==> src/rtl/flyhigh_pkg.sv <==
// Shared widths, switch bit positions and the axis-move helper
// for the player ship and its bullet pool.
package flyhigh_pkg;

  localparam int COORD_W = 12;
  localparam int MAX_BUL = 16;
  localparam int SLOT_IW = $clog2(MAX_BUL);

  localparam int SW_R    = 0;
  localparam int SW_D    = 1;
  localparam int SW_FIRE = 4;
  localparam int SW_U    = 6;
  localparam int SW_L    = 7;

  typedef logic [COORD_W-1:0] coord_t;

  // Opposing requests cancel; result is clamped to [lo, hi].
  function automatic coord_t move_axis(
    input coord_t pos,
    input logic   inc,
    input logic   dec,
    input coord_t step,
    input coord_t lo,
    input coord_t hi
  );
    logic [COORD_W:0] up;
    coord_t           r;
    r  = pos;
    up = {1'b0, pos} + {1'b0, step};
    if (inc && !dec) begin
      r = (up > {1'b0, hi}) ? hi : up[COORD_W-1:0];
    end else if (dec && !inc) begin
      r = (pos < lo + step) ? lo : pos - step;
    end
    return r;
  endfunction

endpackage

==> src/rtl/bullet_slot.sv <==
// One bullet slot: spawns at a given centre, climbs by B_SPEED
// per tick and parks at (IX,IY) once it leaves the top edge.
module bullet_slot
  import flyhigh_pkg::*;
#(
  parameter int IX      = 320,
  parameter int IY      = 240,
  parameter int B_SIZE  = 4,
  parameter int B_SPEED = 4
) (
  input  logic   i_clk,
  input  logic   i_rst,
  input  logic   i_tick,
  input  logic   i_spawn,
  input  coord_t i_sx,
  input  coord_t i_sy,
  output logic   o_active,
  output coord_t o_bx,
  output coord_t o_by
);

  localparam coord_t PARK_X = coord_t'(IX);
  localparam coord_t PARK_Y = coord_t'(IY);
  localparam coord_t KILL_Y = coord_t'(B_SIZE + B_SPEED);
  localparam coord_t STEP   = coord_t'(B_SPEED);

  logic   act_q, act_d;
  coord_t bx_q, bx_d;
  coord_t by_q, by_d;

  always_comb begin
    act_d = act_q;
    bx_d  = bx_q;
    by_d  = by_q;
    if (i_spawn) begin
      act_d = 1'b1;
      bx_d  = i_sx;
      by_d  = i_sy;
    end else if (i_tick && act_q) begin
      // Range test before the subtract so by never wraps.
      if (by_q < KILL_Y) begin
        act_d = 1'b0;
        bx_d  = PARK_X;
        by_d  = PARK_Y;
      end else begin
        by_d = by_q - STEP;
      end
    end
  end

  always_ff @(posedge i_clk) begin
    if (i_rst) begin
      act_q <= 1'b0;
      bx_q  <= PARK_X;
      by_q  <= PARK_Y;
    end else begin
      act_q <= act_d;
      bx_q  <= bx_d;
      by_q  <= by_d;
    end
  end

  assign o_active = act_q;
  assign o_bx     = bx_q;
  assign o_by     = by_q;

endmodule

==> src/rtl/ship_gunner.sv <==
// Player ship with a pool of N_BUL bullets, fire arbitration and cooldown.
// Define SHIP_GUNNER_AUTOFIRE_EN to fire continuously while i_sw[4] is held.
module ship_gunner
  import flyhigh_pkg::*;
#(
  parameter int H_SIZE   = 80,
  parameter int B_SIZE   = 4,
  parameter int IX       = 320,
  parameter int IY       = 240,
  parameter int D_WIDTH  = 640,
  parameter int D_HEIGHT = 480,
  parameter int N_BUL    = 4,
  parameter int P_SPEED  = 1,
  parameter int B_SPEED  = 4,
  parameter int COOLDOWN = 8
) (
  input  logic                     i_clk,
  input  logic                     i_rst,
  input  logic                     i_ani_stb,
  input  logic                     i_animate,
  input  logic                     i_paused,
  input  logic [7:0]               i_sw,
  output logic [COORD_W-1:0]       o_x1,
  output logic [COORD_W-1:0]       o_x2,
  output logic [COORD_W-1:0]       o_y1,
  output logic [COORD_W-1:0]       o_y2,
  output logic [COORD_W*N_BUL-1:0] o_bx1,
  output logic [COORD_W*N_BUL-1:0] o_bx2,
  output logic [COORD_W*N_BUL-1:0] o_by1,
  output logic [COORD_W*N_BUL-1:0] o_by2,
  output logic [N_BUL-1:0]         o_active,
  output logic                     o_shot
);

  localparam int CD_W = (COOLDOWN < 1) ? 1 : $clog2(COOLDOWN + 1);

  localparam coord_t XMIN  = coord_t'(H_SIZE + 1);
  localparam coord_t XMAX  = coord_t'(D_WIDTH - H_SIZE - 1);
  localparam coord_t YMIN  = coord_t'(H_SIZE + 1);
  localparam coord_t YMAX  = coord_t'(D_HEIGHT - H_SIZE - 1);
  localparam coord_t PSTEP = coord_t'(P_SPEED);
  localparam coord_t HSZ   = coord_t'(H_SIZE);
  localparam coord_t BSZ   = coord_t'(B_SIZE);

  logic            tick;
  logic            fire_ev;
  logic            req;
  logic            shot;
  logic            found;
  logic [N_BUL-1:0] spawn;
  logic [N_BUL-1:0] active;

  coord_t          x_q, x_d;
  coord_t          y_q, y_d;
  logic [CD_W-1:0] cd_q, cd_d;
  logic            pend_q, pend_d;
  coord_t          spawn_y;

  coord_t bx [N_BUL];
  coord_t by [N_BUL];

  assign tick = i_animate & i_ani_stb & ~i_paused;

`ifdef SHIP_GUNNER_AUTOFIRE_EN
  assign fire_ev = i_sw[SW_FIRE];
`else
  logic fire_q;

  always_ff @(posedge i_clk) begin
    if (i_rst) fire_q <= 1'b0;
    else       fire_q <= i_sw[SW_FIRE];
  end

  assign fire_ev = i_sw[SW_FIRE] & ~fire_q;
`endif

  // An edge on the tick cycle itself is served by that tick.
  assign req = pend_q | fire_ev;

  always_comb begin
    spawn = '0;
    found = 1'b0;
    for (int k = 0; k < N_BUL; k++) begin
      if (!found && !active[k]) begin
        spawn[k] = 1'b1;
        found    = 1'b1;
      end
    end
    shot = tick & req & (cd_q == '0) & found;
    if (!shot) spawn = '0;
  end

  always_comb begin
    x_d    = x_q;
    y_d    = y_q;
    cd_d   = cd_q;
    pend_d = req;
    if (tick) begin
      pend_d = 1'b0;
      x_d = move_axis(x_q, i_sw[SW_R], i_sw[SW_L],
                      PSTEP, XMIN, XMAX);
      y_d = move_axis(y_q, i_sw[SW_D], i_sw[SW_U],
                      PSTEP, YMIN, YMAX);
      if (shot)             cd_d = CD_W'(COOLDOWN);
      else if (cd_q != '0)  cd_d = cd_q - 1'b1;
    end
  end

  always_ff @(posedge i_clk) begin
    if (i_rst) begin
      x_q    <= coord_t'(IX);
      y_q    <= coord_t'(IY);
      cd_q   <= '0;
      pend_q <= 1'b0;
    end else begin
      x_q    <= x_d;
      y_q    <= y_d;
      cd_q   <= cd_d;
      pend_q <= pend_d;
    end
  end

  assign spawn_y = y_q - HSZ;

  for (genvar k = 0; k < N_BUL; k++) begin : g_slot
    bullet_slot #(
      .IX      (IX),
      .IY      (IY),
      .B_SIZE  (B_SIZE),
      .B_SPEED (B_SPEED)
    ) u_slot (
      .i_clk    (i_clk),
      .i_rst    (i_rst),
      .i_tick   (tick),
      .i_spawn  (spawn[k]),
      .i_sx     (x_q),
      .i_sy     (spawn_y),
      .o_active (active[k]),
      .o_bx     (bx[k]),
      .o_by     (by[k])
    );

    assign o_bx1[COORD_W*k +: COORD_W] = bx[k] - BSZ;
    assign o_bx2[COORD_W*k +: COORD_W] = bx[k] + BSZ;
    assign o_by1[COORD_W*k +: COORD_W] = by[k] - BSZ;
    assign o_by2[COORD_W*k +: COORD_W] = by[k] + BSZ;
  end

  assign o_x1     = x_q - HSZ;
  assign o_x2     = x_q + HSZ;
  assign o_y1     = y_q - HSZ;
  assign o_y2     = y_q + HSZ;
  assign o_active = active;
  assign o_shot   = shot & ~i_rst;

endmodule
==> config.mk <==
export PLATFORM = sky130hd
export DESIGN_NAME = ship_gunner
export DESIGN_NICKNAME = d
export VERILOG_FILES = /design/src/rtl/flyhigh_pkg.sv /design/src/rtl/bullet_slot.sv /design/src/rtl/ship_gunner.sv
export SDC_FILE = /design/constraint.sdc
export NUM_CORES = 1
export LEC_CHECK = 0
export ABC_CLOCK_PERIOD_IN_PS = 5400
export CORE_MARGIN = 2
export CORE_UTILIZATION = 45
export CTS_BUF_LIST = sky130_fd_sc_hd__clkbuf_4 sky130_fd_sc_hd__clkbuf_8
export DETAILED_ROUTE_END_ITERATION = 6
export HOLD_SLACK_MARGIN = 0.06
export PLACE_DENSITY = 0.84
export SYNTH_ARGS = -nofsm -noshare
export SYNTH_HDL_FRONTEND = slang
export SYNTH_SLANG_ARGS = --single-unit
export TNS_END_PERCENT = 30
==> constraint.sdc <==
create_clock -name i_clk -period 5.4 [get_ports i_clk]
set_clock_uncertainty 0.1 [all_clocks]
set_input_delay 1.35 -clock i_clk [delete_from_list [all_inputs] [get_ports i_clk]]
set_output_delay 1.35 -clock i_clk [all_outputs]
set_load 0.005 [all_outputs]
# After elaboration in Yosys (flattened, before gate mapping)
# Cells that the tools add are included.
[word_totals]
output_inout_bits = 245
word_cells = 156
inputBits = 13
ff_bits = 130
[classes]
n_bitwise = 11
add_sub_neg = 25
reduce_logical = 41
n_mux = 54
n_lt_le_gt_ge = 8
[ops]
columns = ["cell", "count"]
rows = [
  ["$mux 12", 32],
  ["$add 12x3->12 const B", 8],
  ["$sub 12x3->12 const B", 8],
  ["$lt 12x4->1 const B", 4],
  ["$add 12x1->13 const B", 2],
  ["$add 12x7->12 const B", 2],
  ["$lt 12x7->1 const B", 2],
  ["$sub 12x1->12 const B", 2],
  ["$sub 12x7->12 const B", 2],
  ["$reduce_bool 2->1", 11],
  ["$mux 1", 19],
  ["$reduce_and 2->1", 7],
  ["$gt 13x10->1 const B", 1],
  ["$gt 13x9->1 const B", 1],
  ["$mux 4", 3],
  ["$logic_and 1x1->1", 11],
  ["$logic_not 1->1", 9],
  ["$and 1x1->1", 7],
  ["$logic_not 4->1", 1],
  ["$reduce_bool 4->1", 1],
  ["$sub 4x1->4 const B", 1],
  ["$not 1->1", 3],
  ["$reduce_or 2->1", 1],
  ["$or 1x1->1", 1],
]

# Longest topological paths before layout
[logic_depth]
depth_word = 13
ltp_mapped = 9
ltp_nobuf = 8

# Modules after synthesis
# From an unflattened synthesis, not the netlist that was laid out.
[hier_totals]
hier_cells = 1380
hier_area_um2 = 10282.4
[by_module_without_submodules]
columns = ["mod", "seq_area_each_um2", "area_per_inst_um2", "cells_each", "n_inst"]
rows = [
  ["ship_gunner", 600.6, 5577.8, 808, 1],
  ["bullet_slot", 500.5, 1176.1, 143, 4],
]

# Worst setup path after synthesis
# OpenSTA, ideal clock, no wires.
[synth_timing]
path_kind = "input port to output port"
from = "input port i_paused"
to = "output port o_shot"
path_buffers = 0
required_ps = 3950
arrival_ps = 2228
path_stages = 4
path_slack_ps = 1722
cell_sequence = "nand3b_1 -> nor2_1 -> o21ai_0 -> nor2_1"
[synth_via]
elab_chain_len = 6
[synth_rtl]
columns = ["element", "line_no", "text"]
rows = [
  ["from (decl)", "ship_gunner.sv:21", "input logic i_paused,"],
  ["$not 1->1", "ship_gunner.sv:62", "assign tick = i_animate & i_ani_stb & ~i_paused;"],
  ["$and 1x1->1", "ship_gunner.sv:62", ""],
  ["$and 1x1->1 (3 in series)", "ship_gunner.sv:89", "shot = tick & req & (cd_q == '0) & found;"],
  ["$and 1x1->1", "ship_gunner.sv:154", "assign o_shot = shot & ~i_rst;"],
  ["to (decl)", "ship_gunner.sv:32", "output logic o_shot"],
]
# Every way passes these cells.

# Worst setup path after layout
[layout_timing]
from = "input port i_sw[4]"
to = "output port o_shot"
[layout_via]
elab_chain_len = 6
[layout_rtl]
columns = ["element", "line_no", "text"]
rows = [
  ["from (decl)", "ship_gunner.sv:22", "input logic [7:0] i_sw,"],
  ["$and 1x1->1", "ship_gunner.sv:74", "assign fire_ev = i_sw[SW_FIRE] & ~fire_q;"],
  ["$or 1x1->1", "ship_gunner.sv:78", "assign req = pend_q | fire_ev;"],
  ["$and 1x1->1 (3 in series)", "ship_gunner.sv:89", ""],
  ["$and 1x1->1", "ship_gunner.sv:154", ""],
]
# Every way passes these cells.

==> results by stage <==
Logic synthesis:
- The synthesized design spends more area on one cell type than any other, namely sky130_fd_sc_hd__dfxtp_1.
- The sequential element share of the synthesized area is 26.1%.
- By count the netlist is led by sky130_fd_sc_hd__nor2_1, sky130_fd_sc_hd__dfxtp_1, sky130_fd_sc_hd__xnor2_1.
- The async set-or-reset flop fraction in the synthesized netlist is 0%.
- For this run, the leading register cell type out of synthesis is sky130_fd_sc_hd__dfxtp_1.
- The number of nets produced by synthesis is 1,361.
- After synthesis, the largest area contributor takes up 26.1% of total cell area.
- In this run the cell area of the synthesized design comes to 9980 um2.
- By area the synthesized netlist is led by sky130_fd_sc_hd__dfxtp_1, sky130_fd_sc_hd__xnor2_1, sky130_fd_sc_hd__xor2_1, sky130_fd_sc_hd__nor2_1, sky130_fd_sc_hd__buf_4.
- After technology mapping, the gate count stands at 1,316.
- The synthesized design contains 130 register bits.
- The average instance in the mapped netlist occupies 7.58 um2.
- The dominant cell by count in the synthesized netlist is sky130_fd_sc_hd__nor2_1.
- The total number of yosys warnings is 0.
- The post-synthesis cell type count is 80.
- The number of synthesized flops with an enable pin is 0.

Worst setup path:
- Walking the worst path, the cells encountered are clkdlybuf4s50_1, nor2b_1, o21ai_0, nor2_1, o21ai_0, nor2_1, clkdlybuf4s50_1.
- In this run the worst setup path begins at i_sw[4].
- The number of buffer and inverter instances along the worst setup path is 2.
- The worst setup path is captured at an output pin.
- Along the worst path, the maximum fanout reaches 5.
- The kind of cell with the highest combined delay along the critical path is buffers and inverters.
- The critical path arrival is 3.45 ns.
- The reg-to-reg endpoint is x_q[6]$_SDFFE_PP1P_.
- For this run, the slowest stage of the critical path takes 0.58 ns.
- The required time of the critical path is 3.95 ns.
- Across all register-to-register paths, the minimum setup slack is 1.98 ns.
- The startpoint of the worst-slack reg-to-reg timing path is x_q[1]$_SDFFE_PP0P_.
- The critical path's slowest cell is sky130_fd_sc_hd__clkdlybuf4s50_1.
- The cell count along the critical path is 7.
- The kind of start point of the critical path is an input pin.
- The worst register-to-register path has a depth of 7.
- Following the worst setup path forward leads to its endpoint at o_shot.
- The kind of critical path is input pin to output pin.

STA:
- For the pin with the worst max-slew slack, the measured transition is 1.25 ns.
- The number of failing setup endpoints in the final timing report is 0.
- The maximum achievable frequency is around 0.2 GHz.
- The final count of pins violating max slew is 0.
- The hold violation total from the final report was 0.
- The ratio of final minimum period to clock period is 90.8%.
- Setup repair after global routing left no endpoint under its margin.
- The normalized max-slew margin is 16.2%.
- In the final timing run, aggregate negative setup slack is 0 ns.
- The worst path in the final design needs a cycle of 4.90 ns, including I/O delays and setup.

Die:
- The floorplan step set the die width to 153 um.
- The placeable core area is 21,800 um2.
- The initial core utilization is 45.7%.
- The number of placed I/O pins is 258.
- The die outline height is 153 um.
- The total die area is 23,400 um2.
- The placement row count is 54.

Finish:
- Once layout is done, the placed cells without fillers occupy approximately 12,000 um2.
- The net total in the final layout is 1,473.
- Counting the fill cells in the layout gives 1,907.
- The area growth from synthesis to layout is 24.6%.
- After the flow finishes, the layout carries non-filler instances totaling 1,723.
- The proportion of layout cells with a drive suffix above 1 is 5.20%.

Clock network:
- After clock tree synthesis, the clock-pin slew on the worst setup and hold paths is 0.08 ns.
- The buffer depth of the longest clock path is 2.
- The number of gates resized after CTS was 0.
- The number of buffers added by the clock tree synthesis step is 17.
- The hold-fix buffer count after cts is 0.
- The cell sitting at the root of the clock tree is a sky130_fd_sc_hd__clkbuf_8.
- CTS built an H-tree with a depth of 4.
- The clock drives 130 sinks.
- The CTS tree is built.
- Once the clock tree was built, the setup fixing pass inserted 0 buffers.
- The clock latency of the later-clocked register in the worst-skew pair is 0.46 ns.

Detailed routing:
- The number of vias per cell is 5.98.
- After detailed routing, the met3 layer carries 2850 um of wire.
- In the final routed layout, each cell accounts on average for 18.4 um.
- The number of search-and-repair iterations in the first detailed-routing pass is 6.
- The final route contains 10,300 vias.
- The uppermost layer routed is met4.
- The number of nets with antenna violations after detailed routing is 0.
- The routed design uses 14,900 um of met2 wire.
- Wires add up to 31,800 um.
- For this run, design rule violations remaining after detail routing come to 0.
- For this block, wires on met1 add up to about 13,000 um.
- The first-iteration detailed-routing DRC count is 1,046.

Place:
- The routability congestion estimate is 0.929.
- The instance area at placement is 12,100 um2.
- The number of instances in the placed design is 1,689.
- The total of buffers placed on input and output ports is 254.
- The detailed-placement wirelength estimate is 22,700 um.

Run status:
- The flow ran to the end, and the final reports show no timing, DRC or antenna violations.

Global route:
- The overall track demand over capacity in global routing is 25.7%.
- The number of global-route vias before repair is about 9,300.
- The largest net degree at the start of global routing is between 70 and 80.
- The total congestion overflow is 0.
- The initial antenna violation count came to 2.
- The first global-routing pass estimated between 40,000 and 50,000 um of wire.

Pwr:
- The cell leakage power is between 4 and 5 nW.
- The total power per unit cell area is about 160 nW/um2.
- IR analysis of the VDD net gives a maximum drop of 0.136 mV.

Hold path:
- The path class of the tightest hold or removal check is flip-flop to flip-flop.

Run:
- Across the run, the number of max-cap violations was 0.
==> kinds of logic after synthesis <==
| group | Yosys count | synth area share (%) |
|---|---|---|
| muxes | 3 | 0.326 |
| buffers and inverters | 241 | 11.8 |
| xor gates and xnor gates | 162 | 14.2 |
| DFF | 130 | 26.1 |
| and+or+nand+nor | 463 | 23.2 |
| adders and majority gates | 32 | 4.01 |
| AOI/OAI and AO/OA | 285 | 20.4 |
==> registers in the layout (all words and copies together), names as in the netlist <==
register and cells:
g_slot.u_slot.o_bx 48, cd_q 4, fire_q 1, pend_q 1
g_slot.u_slot.o_by 48, x_q 12, y_q 12, g_slot.u_slot.o_active 4
==> cell type report <==
class | count | area (um2) | area share (%)
multi-input combinational | 945 | 6210 | 50.0
timing repair buffer | 268 | 2650 | 21.3
clock inverter | 15 | 138 | 1.11
clock buffer | 17 | 234 | 1.88
antenna | 2 | 5.00 | 0.0402
sequential | 130 | 2600 | 20.9
tap | 280 | 350 | 2.82
inverter | 66 | 248 | 1.99
==> power by group <==
group / total [mW] / internal (mW) / leakage (nW) / switching [mW]
clock network: 0.802 / 0.339 / 0.187 / 0.464
registers: 1.00 / 0.968 / 1.05 / 0.0366
logic: 0.225 / 0.101 / 3.31 / 0.123
==> worst min-delay path by stage <==
stage,from,to,cells past startpoint
4_1_cts,cd_q[0]$_SDFFE_PP0P_,cd_q[0]$_SDFFE_PP0P_,1
5_1_grt,cd_q[0]$_SDFFE_PP0P_,cd_q[0]$_SDFFE_PP0P_,1
3_5_place_dp,cd_q[0]$_SDFFE_PP0P_,cd_q[0]$_SDFFE_PP0P_,1
3_3_place_gp,cd_q[0]$_SDFFE_PP0P_,cd_q[0]$_SDFFE_PP0P_,1
6_report,cd_q[0]$_SDFFE_PP0P_,cd_q[0]$_SDFFE_PP0P_,1
2_1_floorplan,cd_q[0]$_SDFFE_PP0P_,cd_q[0]$_SDFFE_PP0P_,1
==> cells in the final DEF (no fill, tap or decap), types with 5 or more instances in the layout <==
master                            netlist  final
sky130_fd_sc_hd__a211oi_1               9      9
sky130_fd_sc_hd__nand3_1               72     72
sky130_fd_sc_hd__dfxtp_1              130    130
sky130_fd_sc_hd__a21o_1                 6      6
sky130_fd_sc_hd__or4_1                  6      6
sky130_fd_sc_hd__a221oi_1              14     14
sky130_fd_sc_hd__xnor2_1               98     98
sky130_fd_sc_hd__a31oi_1                6      6
sky130_fd_sc_hd__nand2b_1              15     15
sky130_fd_sc_hd__o31ai_1                6      6
sky130_fd_sc_hd__clkbuf_8               0     17
sky130_fd_sc_hd__or3_1                 13     13
sky130_fd_sc_hd__nor4_1                17     17
sky130_fd_sc_hd__o22ai_1                9      9
sky130_fd_sc_hd__nand2_1               66     66
sky130_fd_sc_hd__nor3b_1                8      8
sky130_fd_sc_hd__inv_1                 66     66
sky130_fd_sc_hd__buf_4                 62     15
sky130_fd_sc_hd__a222oi_1              11     11
sky130_fd_sc_hd__or2_2                  5      5
sky130_fd_sc_hd__ha_1                  32     32
sky130_fd_sc_hd__inv_8                  0      5
sky130_fd_sc_hd__nor2_1               143    143
sky130_fd_sc_hd__nor3_1                50     49
sky130_fd_sc_hd__a221o_1                7      7
sky130_fd_sc_hd__a22oi_1               56     56
sky130_fd_sc_hd__o21a_1                 5      5
sky130_fd_sc_hd__o211ai_1               5      5
sky130_fd_sc_hd__and3_1                29     29
sky130_fd_sc_hd__o21ai_0               47     47
sky130_fd_sc_hd__clkdlybuf4s50_1        0    253
sky130_fd_sc_hd__nand4_1                8      8
sky130_fd_sc_hd__xor2_1                64     64
sky130_fd_sc_hd__a21oi_1               56     56
sky130_fd_sc_hd__a311oi_1               5      5
==> layer usage <==
layer / global-route usage [%] / vias to the layer above
li1: - / 4816
met1: 32.6 / 4844
met2: 42.8 / 576
met3: 5.47 / 76
met4: 9.96 / 0
met5: 0 / -
==> through the flow <==
stage / hold WS (ns) / worst slack (ns) / utilization (%) / power, mW
5_1_grt: 0.428 / 0.247 / 57.0 / 2.10
3_3_place_gp: 0.364 / 0.565 / 55.3 / 1.24
4_1_cts: 0.391 / 0.521 / 57.0 / 2.04
2_1_floorplan: 0.344 / 1.72 / - / 1.16
3_5_place_dp: 0.375 / 0.521 / 55.3 / 1.25
6_report: 0.387 / 0.498 / 57.0 / 2.03
(Power assumes the default switching activity.)
